--- src/rtl/imm_encoder.sv ---
// imm_encoder: packs RV64 instruction fields and a 64-bit immediate into 32-bit instruction words.
//   clk_i, rst_i (async, active-high)
//   req_valid_i/req_ready_o, req_fmt_i, req_opcode_i, req_funct3_i, req_funct7_i,
//   req_rd_i, req_rs1_i, req_rs2_i, req_imm_i : encode request
//   instr_valid_o/instr_ready_i, instr_o, instr_err_o, instr_last_o : encoded word stream
module imm_encoder #(
  parameter int          XLEN      = 64,
  parameter logic [31:0] NOP_INSTR = 32'h00000013
) (
  input  logic            clk_i,
  input  logic            rst_i,
  input  logic            req_valid_i,
  output logic            req_ready_o,
  input  logic [2:0]      req_fmt_i,
  input  logic [6:0]      req_opcode_i,
  input  logic [2:0]      req_funct3_i,
  input  logic [6:0]      req_funct7_i,
  input  logic [4:0]      req_rd_i,
  input  logic [4:0]      req_rs1_i,
  input  logic [4:0]      req_rs2_i,
  input  logic [XLEN-1:0] req_imm_i,
  output logic            instr_valid_o,
  input  logic            instr_ready_i,
  output logic [31:0]     instr_o,
  output logic            instr_err_o,
  output logic            instr_last_o
);
  typedef enum logic [1:0] {IDLE, OUT, LI_HI} state_t;
  state_t      r_state;
  logic        r_valid;
  logic [31:0] r_instr;
  logic        r_err;
  logic        r_last;
  logic [31:0] r_lo_word;
  logic [31:0] w_word;
  logic        w_err;
  logic        w_two;
  logic [31:0] w_lo_word;
  logic [19:0] w_hi;
  logic        w_fit12;
  logic        w_fit13;
  logic        w_fit21;
  logic        w_fit32;
  logic        w_accept;
  logic        w_hs;
  logic        w_unused;
  assign w_unused  = req_funct7_i[0];
  assign w_fit12   = &req_imm_i[XLEN-1:11] | ~|req_imm_i[XLEN-1:11];
  assign w_fit13   = &req_imm_i[XLEN-1:12] | ~|req_imm_i[XLEN-1:12];
  assign w_fit21   = &req_imm_i[XLEN-1:20] | ~|req_imm_i[XLEN-1:20];
  assign w_fit32   = &req_imm_i[XLEN-1:31] | ~|req_imm_i[XLEN-1:31];
  // LUI upper part rounds up when the ADDIW low part is negative (bit 11 set)
  assign w_hi      = req_imm_i[31:12] + {19'd0, req_imm_i[11]};
  assign w_lo_word = {req_imm_i[11:0], req_rd_i, 3'b000, req_rd_i, 7'b0011011};
  assign w_hs      = r_valid & instr_ready_i;
  assign req_ready_o = (r_state == IDLE) | (w_hs & r_last);
  assign w_accept  = req_valid_i & req_ready_o;
  always_comb begin
    w_word = {req_imm_i[11:0], req_rs1_i, req_funct3_i, req_rd_i, req_opcode_i};
    w_err  = ~w_fit12 | (req_fmt_i == 3'd7);
    w_two  = 1'b0;
    case (req_fmt_i)
      3'd1: begin
        w_word = {req_imm_i[11:5], req_rs2_i, req_rs1_i, req_funct3_i, req_imm_i[4:0], req_opcode_i};
        w_err  = ~w_fit12;
      end
      3'd2: begin
        w_word = {req_imm_i[12], req_imm_i[10:5], req_rs2_i, req_rs1_i, req_funct3_i,
                  req_imm_i[4:1], req_imm_i[11], req_opcode_i};
        w_err  = ~w_fit13 | req_imm_i[0];
      end
      3'd3: begin
        w_word = {req_imm_i[31:12], req_rd_i, req_opcode_i};
        w_err  = ~w_fit32 | |req_imm_i[11:0];
      end
      3'd4: begin
        w_word = {req_imm_i[20], req_imm_i[10:1], req_imm_i[11], req_imm_i[19:12], req_rd_i, req_opcode_i};
        w_err  = ~w_fit21 | req_imm_i[0];
      end
      3'd5: begin
        w_word = {req_funct7_i[6:1], req_imm_i[5:0], req_rs1_i, req_funct3_i, req_rd_i, req_opcode_i};
        w_err  = |req_imm_i[XLEN-1:6];
      end
      3'd6: begin
        w_word = w_fit12 ? {req_imm_i[11:0], 5'd0, 3'b000, req_rd_i, 7'b0010011}
               : w_fit32 ? {w_hi, req_rd_i, 7'b0110111} : NOP_INSTR;
        w_err  = ~w_fit12 & ~w_fit32;
        w_two  = ~w_fit12 & w_fit32;
      end
      default: ;
    endcase
  end
  always_ff @(posedge clk_i or posedge rst_i) begin
    if (rst_i) begin
      r_state   <= IDLE;
      r_valid   <= 1'b0;
      r_instr   <= '0;
      r_err     <= 1'b0;
      r_last    <= 1'b0;
      r_lo_word <= '0;
    end else if (w_accept) begin
      r_state   <= w_two ? LI_HI : OUT;
      r_valid   <= 1'b1;
      r_instr   <= w_word;
      r_err     <= w_err;
      r_last    <= ~w_two;
      r_lo_word <= w_lo_word;
    end else if (w_hs) begin
      r_state <= (r_state == LI_HI) ? OUT : IDLE;
      r_valid <= r_state == LI_HI;
      r_instr <= (r_state == LI_HI) ? r_lo_word : r_instr;
      r_err   <= 1'b0;
      r_last  <= 1'b1;
    end
  end
  assign instr_valid_o = r_valid;
  assign instr_o       = r_instr;
  assign instr_err_o   = r_err;
  assign instr_last_o  = r_last;
endmodule
--- config.mk ---
export PLATFORM = sky130hd
export DESIGN_NAME = imm_encoder
export DESIGN_NICKNAME = d
export VERILOG_FILES = /design/src/rtl/imm_encoder.sv
export SDC_FILE = /design/constraint.sdc
export NUM_CORES = 1
export LEC_CHECK = 0
export ABC_CLOCK_PERIOD_IN_PS = 4500
export BUFFER_PORTS_ARGS = -buffer_cell sky130_fd_sc_hd__clkbuf_2
export CORE_MARGIN = 3
export CORE_UTILIZATION = 40
export DETAILED_ROUTE_END_ITERATION = 10
export PLACE_DENSITY = 0.62
export SYNTH_ARGS = -nofsm -noshare
export SYNTH_HDL_FRONTEND = slang
export SYNTH_SLANG_ARGS = --single-unit
--- constraint.sdc ---
create_clock -name clk_i -period 4.5 [get_ports clk_i]
set_clock_uncertainty 0.2 [all_clocks]
set_input_delay 0.45 -clock clk_i [delete_from_list [all_inputs] [get_ports clk_i]]
set_output_delay 0.45 -clock clk_i [all_outputs]
set_load 0.02 [all_outputs]
==> PnR_summary.wiki <==
{| class="wikitable"
! Metric !! Value
|-
| Result of the run || complete, no violations
|-
| Count of endpoints failing hold in the final timing report || 0
|-
| All-Layer GR Usage || roughly a quarter
|-
| TritonCTS Buffers || 5
|-
| Start-to-end type of the worst setup path || input pin to flip-flop
|-
| Global-route congestion overflow total || 0
|-
| Antenna viol nets, final || 0
|-
| Antenna cells || 0
|-
| Site Rows || 35
|-
| Synth top area share || 35.0%
|-
| Placed inst area || between 4000 and 5000 um^2
|-
| Routed wirelength normalized by instance count || approximately 19 um
|-
| Max-capacitance violation count || 0
|-
| Clock tree from TritonCTS || yes
|-
| Post-layout min period || approximately 3.2 ns
|-
| Largest area contributor in the netlist || sky130_fd_sc_hd__dfrtp_1
|-
| Detailed-route DRC error count || 0
|-
| Rel. slew slack || about a quarter
|-
| Post-CTS Setup Inserts || 0
|-
| Clock sink count || 55
|-
| Number of DRC violations after detailed-routing iteration 0 || 354
|-
| Initial core utilization || a little over two fifths
|-
| Layout Nets || approximately 740
|-
| Skew-Pair Late Insertion Delay || between 0.3 and 0.4 ns
|-
| Fin area || around 4800 um^2
|-
| Vias per std cell || around 6.0
|-
| Resized Gates After CTS || 0
|-
| Count of flip-flops with a built-in enable after synthesis || 0
|-
| Final GP Congestion || 0.966
|-
| HPWL Detailed || ~11,000 um
|-
| Count of buffers inserted at the top-level ports || 137
|-
| Overall die width || roughly 110 um
|-
| PD cells || roughly 440 nW/um^2
|-
| Number of antenna violations at the first check in global routing || 0
|-
| Setup violation total in the final timing report || 0
|-
| Global-route wire length before repair || between 20,000 and 25,000 um
|-
| Die extent in y || between 100 and 150 um
|-
| Post-cts hold buffer count || 0
|-
| Setup total negative slack || 0 ns
|-
| Slew Viols, Final || 0
|-
| Largest fanout on the critical path || 20
|-
| Net count after synthesis || 615
|-
| Clk slew on worst S/H paths || ~0.11 ns
|-
| Cell types occupying the most area after synthesis || sky130_fd_sc_hd__dfrtp_1 (35%), sky130_fd_sc_hd__nand2_1 (9.9%), sky130_fd_sc_hd__a21oi_1 (4.7%)
|-
| Number of standard cells after synthesis || 509
|-
| Vias in the first global route || roughly 4,400
|-
| Critical Path Source Type || input pin
|-
| Worst-Margin Slew || 1.11 ns
|-
| CTS H-Tree Depth || 2
|-
| Proportion of layout cells with a drive suffix above 1 || 26.8%
|-
| Total number of yosys warnings || 0
|-
| Share of synthesized registers carrying an async set or reset || 100%
|-
| Portion of the post-synthesis area used by sequential elements || between 30% and 40%
|-
| Area added between synthesis and finish || 21.8%
|-
| Detailed-route wire length || around 15,000 um
|-
| Core Box Area || 9420 um^2
|-
| Ratio of final minimum period to clock period || 71.1%
|-
| CTS Buffer Depth || 2
|-
| Root Driver || sky130_fd_sc_hd__clkbuf_8
|-
| Arrival time reported for the critical path endpoint || ~3.2 ns
|-
| Count of boundary I/O pins || around 140
|-
| Achievable frequency || roughly 0.31 GHz
|-
| Die footprint || between 10,000 and 15,000 um^2
|-
| Number of library cell types mapped by synthesis || 62
|-
| Most used standard cell by instance count after synthesis || sky130_fd_sc_hd__nand2_1
|-
| Required time reported for the critical path endpoint || between 4 and 5 ns
|-
| Post-synthesis register bit count || 55
|-
| Worst hold path type || input pin to asynchronous set/reset pin
|-
| Reported leakage power || between 2 and 2.5 nW
|-
| Capturing element type of the critical path || flip-flop
|-
| Worst supply voltage drop on vdd || between 0.15 and 0.2 mV
|-
| Syn_area_per_cell || just under 8 um^2
|-
| RSZ-0062 raised after global routing || false
|-
| First-pass iteration count of the detailed router || 5
|-
| Synthesized cell area || 3940 um^2
|-
| Worst hold slack after final layout || roughly 0.09 ns
|-
| Largest net degree at the start of global routing || 60
|-
| DR vias || ~4,500
|-
| Top cells by instance count after synthesis || sky130_fd_sc_hd__nand2_1 (104), sky130_fd_sc_hd__dfrtp_1 (55), sky130_fd_sc_hd__a21oi_1 (37)
|-
| Most frequently used flop master after synthesis || sky130_fd_sc_hd__dfrtp_1
|}
[layout make-up]
| type | instances | area, um^2 |
|---|---|---|
| clock inverters | 3 | 27.5 |
| flip-flops and latches | 55 | 1380 |
| multi-input cells | 410 | 2360 |
| well taps | 129 | 161 |
| repair buffers | 147 | 761 |
| inverters | 10 | 37.5 |
| clock buffers | 5 | 68.8 |
| fillers | 961 | 4620 |
[state kept, by name (all words and copies together), names as in the netlist]
name / cells
instr_o: 32
r_lo_word: 18
r_state: 2
instr_err_o: 1
instr_last_o: 1
instr_valid_o: 1
[stage by stage]
stage / utilization (%) / setup WS, ns / std cells / total power, mW
4_1_cts: 50.9 / 1.40 / 759 / 2.14
2_1_floorplan: - / 1.95 / 509 / 1.47
3_5_place_dp: 49.9 / 1.06 / 751 / 1.83
3_3_place_gp: 49.9 / 1.01 / 751 / 1.81
5_1_grt: 50.9 / 1.17 / 759 / 2.28
6_report: 50.9 / 1.30 / 759 / 2.13
[per-layer routing]
metal	track usage, %	wire length [um]
met5	0	0
met4	7.22	254
met3	3.71	1090
met2	42.9	6920
met1	36.4	6390
[power by group]
part	switching [mW]	total [mW]	internal [mW]
clock network	0.196	0.312	0.115
registers	0.122	0.834	0.712
logic	0.623	0.983	0.360
[worst max-delay path: stages]
cell and delay, ns:
sky130_fd_sc_hd__clkbuf_2 0.28, sky130_fd_sc_hd__inv_2 0.11, sky130_fd_sc_hd__nor2_1 0.31, sky130_fd_sc_hd__nand2_1 0.43, sky130_fd_sc_hd__a21oi_2 0.35, sky130_fd_sc_hd__and2_1 0.85, sky130_fd_sc_hd__nand2_1 0.16, sky130_fd_sc_hd__a32oi_1 0.28
[final timing paths]
| path | endpoint | from | depth (start not counted) | slack (ns) |
|---|---|---|---|---|
| worst min register to register | r_lo_word[4] | r_lo_word[4] | 1 | 0.29 |
| worst max-delay path | instr_o[20] | req_fmt_i[1] | 8 | 1.30 |
| max in group asynchronous | r_lo_word[27] | rst_i | 3 | 3.52 |
| min in group clk_i | instr_o[6] | req_opcode_i[6] | 3 | 0.13 |
| worst max register to register | instr_o[24] | instr_valid_o | 7 | 1.96 |
| worst min-delay path | instr_o[1] | rst_i | 3 | 0.09 |
[cells in the final DEF, fill, tap and decap left out, drive strengths merged, types with 13 or more instances in the layout]
cell type,netlist,layout
a31oi,13,13
nand4,15,15
nand3,30,30
a21oi,38,38
dfrtp,55,55
nor3,16,16
nor2,30,30
o21ai,28,28
nand2,104,104
nor4,14,14
clkbuf,24,142
[cell families after synthesis]
logic type	share of synthesized area [%]
adders and majority gates	0.954
xor gates and xnor gates	3.12
DFF	35.0
buffers and inverters	5.06
and+or+nand+nor	28.8
AOI/OAI and AO/OA	25.3
muxes	1.78
No activity file was read; power rests on OpenSTA's default activity.
